`config.mk`:
```
export PLATFORM = sky130hd
export DESIGN_NAME = shift_sub_div_4
export DESIGN_NICKNAME = d
export VERILOG_FILES = /design/src/rtl/div_pkg.sv /design/src/rtl/div_step_4.sv /design/src/rtl/shift_sub_div_4.sv
export SDC_FILE = /design/constraint.sdc
export NUM_CORES = 1
export LEC_CHECK = 0
export ABC_AREA = 1
export CORE_AREA = 3 3 86 88
export CTS_CLUSTER_DIAMETER = 30
export DETAILED_ROUTE_END_ITERATION = 7
export DIE_AREA = 0 0 89 91
export GPL_TIMING_DRIVEN = 0
export MAX_ROUTING_LAYER = met4
export PLACE_DENSITY = 0.74
export SYNTH_ARGS = -nofsm -noshare
export SYNTH_HDL_FRONTEND = slang
export SYNTH_SLANG_ARGS = --single-unit
```
`constraint.sdc`:
```
create_clock -name clk -period 2.5 [get_ports clk]
set_input_delay 0.375 -clock clk [delete_from_list [all_inputs] [get_ports clk]]
set_output_delay 0.375 -clock clk [all_outputs]
set_load 0.02 [all_outputs]
```
`src/rtl/div_pkg.sv`:
```
// Shared constants and state encoding for the iterative restoring divider.
// The top-level shift_sub_div_4 also honours the optional DIV_ROUND_NEAREST_EN
// macro (round-to-nearest quotient); this package is the same in both builds.
package div_pkg;

  // Dividend/quotient width and divisor/remainder width.
  localparam int DW = 16;
  localparam int VW = 8;

  // Step counter is wide enough to count DW steps.
  localparam int CW = $clog2(DW) + 1;

  // Counter value during the final RUN step.
  localparam logic [CW-1:0] LAST_STEP = CW'(DW - 1);

  // Quotient reported for a division by zero.
  localparam logic [DW-1:0] DZ_QUOTIENT = 16'hFFFF;

  typedef enum logic [1:0] {
    IDLE = 2'd0,
    RUN  = 2'd1,
    DONE = 2'd2
  } state_t;

endpackage

```
`src/rtl/div_step_4.sv`:
```
// One compare-subtract step of a restoring divider. Purely combinational, so
// it can be replicated later to build an unrolled divider pipeline.
module div_step_4
  import div_pkg::*;
(
  input  logic [VW-1:0] rem,
  input  logic          bit_in,
  input  logic [VW-1:0] divisor,
  output logic [VW-1:0] rem_next,
  output logic          q_bit
);

  // The shifted remainder needs one extra bit. The partial remainder is always
  // below the divisor, so the difference fits back into VW bits.
  logic [VW:0] r_shift;

  // Shift in the next dividend bit, subtract when the divisor fits.
  always_comb begin
    r_shift  = {rem, bit_in};
    q_bit    = (r_shift >= {1'b0, divisor});
    rem_next = q_bit ? (r_shift[VW-1:0] - divisor) : r_shift[VW-1:0];
  end

endmodule

```
`src/rtl/shift_sub_div_4.sv`:
```
// Iterative restoring divider: 16-bit unsigned dividend by 8-bit unsigned
// divisor, one quotient bit per clock, start/rdy handshake.
// Optional macro DIV_ROUND_NEAREST_EN rounds the quotient to nearest
// (saturating); the remainder output always stays the truncated remainder.
module shift_sub_div_4
  import div_pkg::*;
(
  input  logic          clk,
  input  logic          rst_n,
  input  logic          start,
  input  logic [DW-1:0] dividend,
  input  logic [VW-1:0] divisor,
  output logic          busy,
  output logic          rdy,
  output logic [DW-1:0] quotient,
  output logic [VW-1:0] remainder,
  output logic          div_by_zero
);

  state_t        state;
  state_t        state_next;

  // The dividend register shifts left each step; quotient bits enter at the
  // bottom, so after DW steps it holds the quotient.
  logic [DW-1:0] dvd;
  logic [VW-1:0] dvs;
  logic [VW-1:0] rem;
  logic [CW-1:0] cnt;

  logic [VW-1:0] rem_next;
  logic          q_bit;
  logic          accept;
  logic          last_step;
  logic          dz_load;
  logic [DW-1:0] q_final;
  logic [DW-1:0] q_result;

  // A start coinciding with rdy is ignored, including the divide-by-zero case
  // where the rdy cycle is already spent in IDLE.
  assign accept    = (state == IDLE) && start && !rdy;
  assign last_step = (state == RUN) && (cnt == LAST_STEP);
  // Divide-by-zero passes through DONE with a zero divisor latched; the result
  // is loaded on leaving DONE so rdy lands one edge after acceptance.
  assign dz_load   = (state == DONE) && (dvs == '0);
  assign busy      = (state != IDLE);
  assign q_final   = {dvd[DW-2:0], q_bit};

  div_step_4 u_step (
    .rem      (rem),
    .bit_in   (dvd[DW-1]),
    .divisor  (dvs),
    .rem_next (rem_next),
    .q_bit    (q_bit)
  );

`ifdef DIV_ROUND_NEAREST_EN
  logic round_up;

  // Round up when the truncated remainder is at least half the divisor.
  always_comb begin
    round_up = ({rem_next, 1'b0} >= {1'b0, dvs});
    q_result = (round_up && (q_final != DZ_QUOTIENT)) ? q_final + 1'b1 : q_final;
  end
`else
  assign q_result = q_final;
`endif

  // State register.
  always_ff @(posedge clk or negedge rst_n) begin
    // NOTE: sequential state uses non-blocking assignments so every register
    // samples pre-edge values regardless of statement order.
    if (!rst_n) state <= IDLE;
    else        state <= state_next;
  end

  // Next-state logic.
  always_comb begin
    // NOTE: default assignment first so no path leaves state_next unassigned,
    // which would otherwise infer a latch.
    state_next = state;
    case (state)
      IDLE:    if (accept) state_next = (divisor == '0) ? DONE : RUN;
      RUN:     if (cnt == LAST_STEP) state_next = DONE;
      DONE:    state_next = IDLE;
      default: state_next = IDLE;
    endcase
  end

  // Operand capture and one restoring step per RUN cycle.
  always_ff @(posedge clk or negedge rst_n) begin
    if (!rst_n) begin
      dvd <= '0;
      dvs <= '0;
      rem <= '0;
      cnt <= '0;
    end else if (accept) begin
      dvd <= dividend;
      dvs <= divisor;
      rem <= '0;
      cnt <= '0;
    end else if (state == RUN) begin
      dvd <= {dvd[DW-2:0], q_bit};
      rem <= rem_next;
      cnt <= cnt + 1'b1;
    end
  end

  // Result registers and the one-cycle rdy pulse; results hold until replaced.
  always_ff @(posedge clk or negedge rst_n) begin
    if (!rst_n) begin
      rdy         <= 1'b0;
      quotient    <= '0;
      remainder   <= '0;
      div_by_zero <= 1'b0;
    end else begin
      rdy <= last_step || dz_load;
      if (last_step) begin
        quotient    <= q_result;
        remainder   <= rem_next;
        div_by_zero <= 1'b0;
      end else if (dz_load) begin
        quotient    <= DZ_QUOTIENT;
        remainder   <= dvd[VW-1:0];
        div_by_zero <= 1'b1;
      end
    end
  end

endmodule

```
# == Word level (Yosys, flattened, before mapping) ==
# Cells that the tools add are included.
# op_classes
n_addsub,2
order_cmp,1
eq_ne,5
mux,17
reduce_logical,13
# op_table
cell,n
16-bit two-way mux,4
8-bit two-way mux,5
8-bit logical NOT,2
5-bit two-way mux,2
9-bit by 8-bit >= comparator with 1-bit output,1
8-bit subtractor,1
2-bit two-way mux,3
2-bit nonzero test,3
5-bit by 1-bit adder with 5-bit output (second input constant),1
5-bit by 4-bit == test with 1-bit output (second input constant),1
1-bit logical AND,4
2-bit inequality test (second input constant),2
2-bit case mux with 2 select lines,1
2-bit by 1-bit == test with 1-bit output (second input constant),1
2-bit == test (second input constant),1
2-bit logical NOT,1
1-bit two-way mux,2
2-bit AND reduction,1
1-bit logical NOT,1
1-bit logical OR,1
# totals
register_bits,65
inputBits,27
word_cells,47

# == Depth between registers and ports, before layout ==
# depth
word_depth,5
ltp_mapped,13

# == By module ==
# From an unflattened synthesis, not the netlist that was laid out.
# hier_totals
hier_cells,462
hier_area_um2,3621.0
# by_module_without_submodules
module,n_inst,cells_each,area_per_inst_um2
shift_sub_div_4,1,353,2969.1
div_step_4,1,109,651.9

# == Worst setup path before layout ==
# Ideal clock, no wire load.
# synth_timing
path_kind,register -> register
from,reg dvs[2]
to,reg rem[2]
setup_ps,116
arrival_ps,1515
t_required_ps,2384
setup_slack_ps,868
stages_incl_launch_ff,12
period_less_slack_ps,1632
cell_sequence,dfrtp_1 inv_1 ha_1 or2_4 nand3_2 nand2_2 nand2_4 nand2_4 nand2_2 nand2_1 nand2_1 nand2_1
# synth_between
elab_chain_cells,4
# synth_lines
item,line_no,source
from (decl),shift_sub_div_4.sv:26,logic [VW-1:0] dvs;
from (signal assigned),shift_sub_div_4.sv:98,dvs <= divisor;
8-bit subtractor or 9-bit by 8-bit >= comparator with 1-bit output (tied branches),"div_step_4.sv:21, div_step_4.sv:20",
8-bit two-way mux *,div_step_4.sv:21,rem_next = q_bit ? (r_shift[VW-1:0] - divisor) : r_shift[VW-1:0];
8-bit two-way mux *,shift_sub_div_4.sv:101,end else if (state == RUN) begin
8-bit two-way mux *,shift_sub_div_4.sv:96,end else if (accept) begin
to (signal assigned),shift_sub_div_4.sv:103,rem <= rem_next;
to (decl),shift_sub_div_4.sv:27,logic [VW-1:0] rem;
# Every way passes the cells marked *; elsewhere a longest branch is shown, timed or not. The select of a mux whose other input is x is not followed.
# A chain may end at the register's enable or synchronous reset.

# == Final worst setup path ==
# layout_timing
from,reg dvs[6]
to,reg rem[4]
# layout_between
elab_chain_cells,4
# layout_lines
item,line_no,source
9-bit by 8-bit >= comparator with 1-bit output,div_step_4.sv:20,"q_bit = (r_shift >= {1'b0, divisor});"
8-bit two-way mux,div_step_4.sv:21,
8-bit two-way mux,shift_sub_div_4.sv:101,
8-bit two-way mux,shift_sub_div_4.sv:96,
# Every way passes these cells. The select of a mux whose other input is x is not followed.

==> impl_metrics.py <==
metrics = {
    "yosys": {
        "yosys.area.top_type": "dfrtp_1",
        "seq_area_frac_synth": 0.492,
        "synth_cell_types": 34,
        "synth_fp_nets": 436,
        "ys_ff_latch": 65,
        "syn-cell-area_um2": 3310,
        "netlist_top_cells_area": "dfrtp_1 49%, nand2_1 13%, inv_1 6.5%",
        "synth_cells": 398,
        "syn_area_per_cell_um2": 8.31,
        "synthDominantCellAreaShare": 0.492,
        "yosys_warnings": 0,
    },
    "routing": {
        "wire_per_inst_um": 14.3,
        "wl_met1_mm": 3.70,
        "routed-wl-met3_um": 287,
        "drtIter0Drc": 142,
        "wl_met2_mm": 3.71,
        "top_layer_used": "met4",
        "drtPass1Iterations": 6,
        "drt.antenna.violating_nets": 0,
        "avgViaCountPerCell": 5.19,
        "drc": 0,
        "drt_wl_total_mm": 7.82,
        "dr_total_vias": 2838,
    },
    "status": {
        "status": "complete, no violations",
    },
    "global_route": {
        "grt_max_degree": 66,
        "grt_overflow_total": 0,
        "grt_pass1_vias": 2812,
        "grt_use_total": 0.212,
        "grt_pass1_wl_mm": 13.1,
        "antenna_found_initial": 0,
    },
    "layout": {
        "area.growth.synth_to_final_pct": 24.3,
        "fin_nets": 500,
        "layoutNonFillerInstCount": 547,
        "drive_gt1_frac": 0.0964,
        "final_common_cell": "nand2_1",
        "antenna_cells": 0,
        "final_cell_mix": "111 x nand2_1, 65 x dfrtp_1, 57 x inv_1",
        "fillers": 606,
        "fin_area_um2": 4110,
    },
    "placed_design": {
        "placed_cell_area_um2": 3940,
        "placed_cells": 531,
        "io_buffers": 53,
        "dp_hpwl_mm": 5.87,
        "gp_congestion": 0.830,
        "pre_cts_ws_ns": 0.590,
    },
    "clock_tree": {
        "cts_buffers": 9,
        "cts_tree": "built",
        "h-tree-depth": 3,
        "worstSkewPairLatency_ns": 0.33,
        "clk_pin_slew_ns": 0.07,
        "postCtsHoldBufs": 0,
        "post_cts_buffers": 0,
        "cts-root-buf": "clkbuf_8",
        "ctsResizeCount": 0,
        "clock_path_buffers": 2,
        "cts.sinks": 65,
    },
    "sta": {
        "setup_ws_ns": 0.588,
        "hold_ws_ns": 0.137,
        "final-max-slew-violation-count": 0,
        "rsz0062_at_grt": "false",
        "fmax_mhz": 523,
        "clock_skew_ns": 0.00798,
        "setup_viol": 0,
        "worstMarginPinSlew_ns": 0.829,
        "finalHoldViolations": 0,
        "period_needed_ns": 1.91,
        "slew_headroom": 0.447,
        "min_period_over_period": 0.765,
        "setup_tns_ns": 0,
    },
    "critical_path": {
        "slowest_stage": "dfrtp_1",
        "crit_path_start_kind": "flip-flop",
        "critPathRequiredTime_ns": 2.72,
        "path_buf_inv": 1,
        "cp_top_family": "simple AND/OR/NAND/NOR gates",
        "worst-setup-path-type": "flip-flop to flip-flop",
        "crit_top_cell": "nand2_1",
        "path_cells": "inv_1, ha_1, nand2_1, nand2_1, nand2_2, nand2_2, a21oi_4, nand2_4, nand2_2, nand2_1, nand2_1, nand2_1",
        "cp.arrival_ns": 2.14,
        "critPathMaxFanout": 10,
        "crit_path_end_kind": "flip-flop",
        "max_stage_delay_ns": 0.36,
    },
    "floorplan": {
        "die_w_um": 89,
        "floorplan.initialDensity": 0.492,
        "num_rows": 30,
        "dieHeight_um": 91,
        "core-area_um2": 6720,
        "die_area_um2": 8100,
        "io_pins": 54,
    },
    "pwr": {
        "ir_drop_v": 0.000728,
        "leakagePower_uw": 0.00207,
        "powerDensity_nw_per_um2": 1480,
    },
    "worst_hold_path": {
        "hold_path.class": "input pin to asynchronous set/reset pin",
    },
    "run": {
        "drv_cap": 0,
    },
}
## synth_stat cells
master and count:
fa_1 1, nor3_1 1, inv_2 3, o21ai_0 11, clkbuf_1 2, or2_4 1, nand2_1 111, nand4_1 3
o22ai_1 2, xnor2_1 1, nor2_4 2, inv_1 57, o21ai_1 1, nand3_2 1, buf_6 3, xor2_1 2
buf_2 4, o221ai_1 14, nand2_4 3, nor2_1 27, a21oi_4 1, nor4_1 1, nand2_2 9, nand3_1 31
a22o_1 1, dfrtp_1 65, o211ai_1 1, nand3b_1 3, clkinv_1 1, buf_4 2, ha_1 10, nor2_2 1
a21oi_1 21, a22oi_1 1
## kinds of logic after synthesis
family                     synth area share
and+or+nand+nor                       0.261
buffers and inverters                0.0923
DFF                                   0.492
AOI/OAI and AO/OA                     0.103
adders and majority gates            0.0439
xor gates and xnor gates            0.00795
## registers in the layout (all words and copies together) (netlist names)
name         cells
dvd             16
quotient        16
state            2
rem              8
dvs              8
cnt              5
div_by_zero      1
remainder        8
rdy              1
## report_power, final
part           total (uW)  internal, uW  leakage, uW  switching, uW
combinational        3420          1350      0.00117           2070
sequential           1860          1550     0.000817            307
clock                 789           388    0.0000826            401
## cell type report
class	instances	area, um^2	area share
Buffer	11	76.3	0.0186
Timing Repair Buffer	53	528	0.129
Multi-Input combinational cell	261	1380	0.335
Sequential cell	65	1630	0.396
Tap cell	80	100	0.0244
Clock buffer	12	145	0.0353
Clock inverter	4	28.8	0.00700
Inverter	61	229	0.0557
## final timing paths
kind / cells past startpoint / end / startpoint / slack, ns
min in group clk: 1 / cnt[3] / cnt[3] / 0.46
max: 12 / rem[4] / dvs[6] / 0.59
min: 1 / rem[7] / rst_n / 0.14
max in group asynchronous: 1 / dvd[2] / rst_n / 1.82
min reg2reg: 1 / cnt[3] / cnt[3] / 0.46
max reg2reg: 12 / rem[4] / dvs[6] / 0.59
## stage by stage
step / power (uW) / utilization
6_report: 6070 / 0.612
3_5_place_dp: 5290 / 0.586
2_1_floorplan: 4240 / -
5_1_grt: 6600 / 0.612
3_3_place_gp: 5170 / 0.586
4_1_cts: 6080 / 0.612
## layer usage
metal,GRT usage,up-vias
met2,0.311,62
li1,-,1405
met3,0.0490,12
met1,0.290,1359
met5,-,-
met4,0.0720,0
Power figures use the tool's default switching activity.
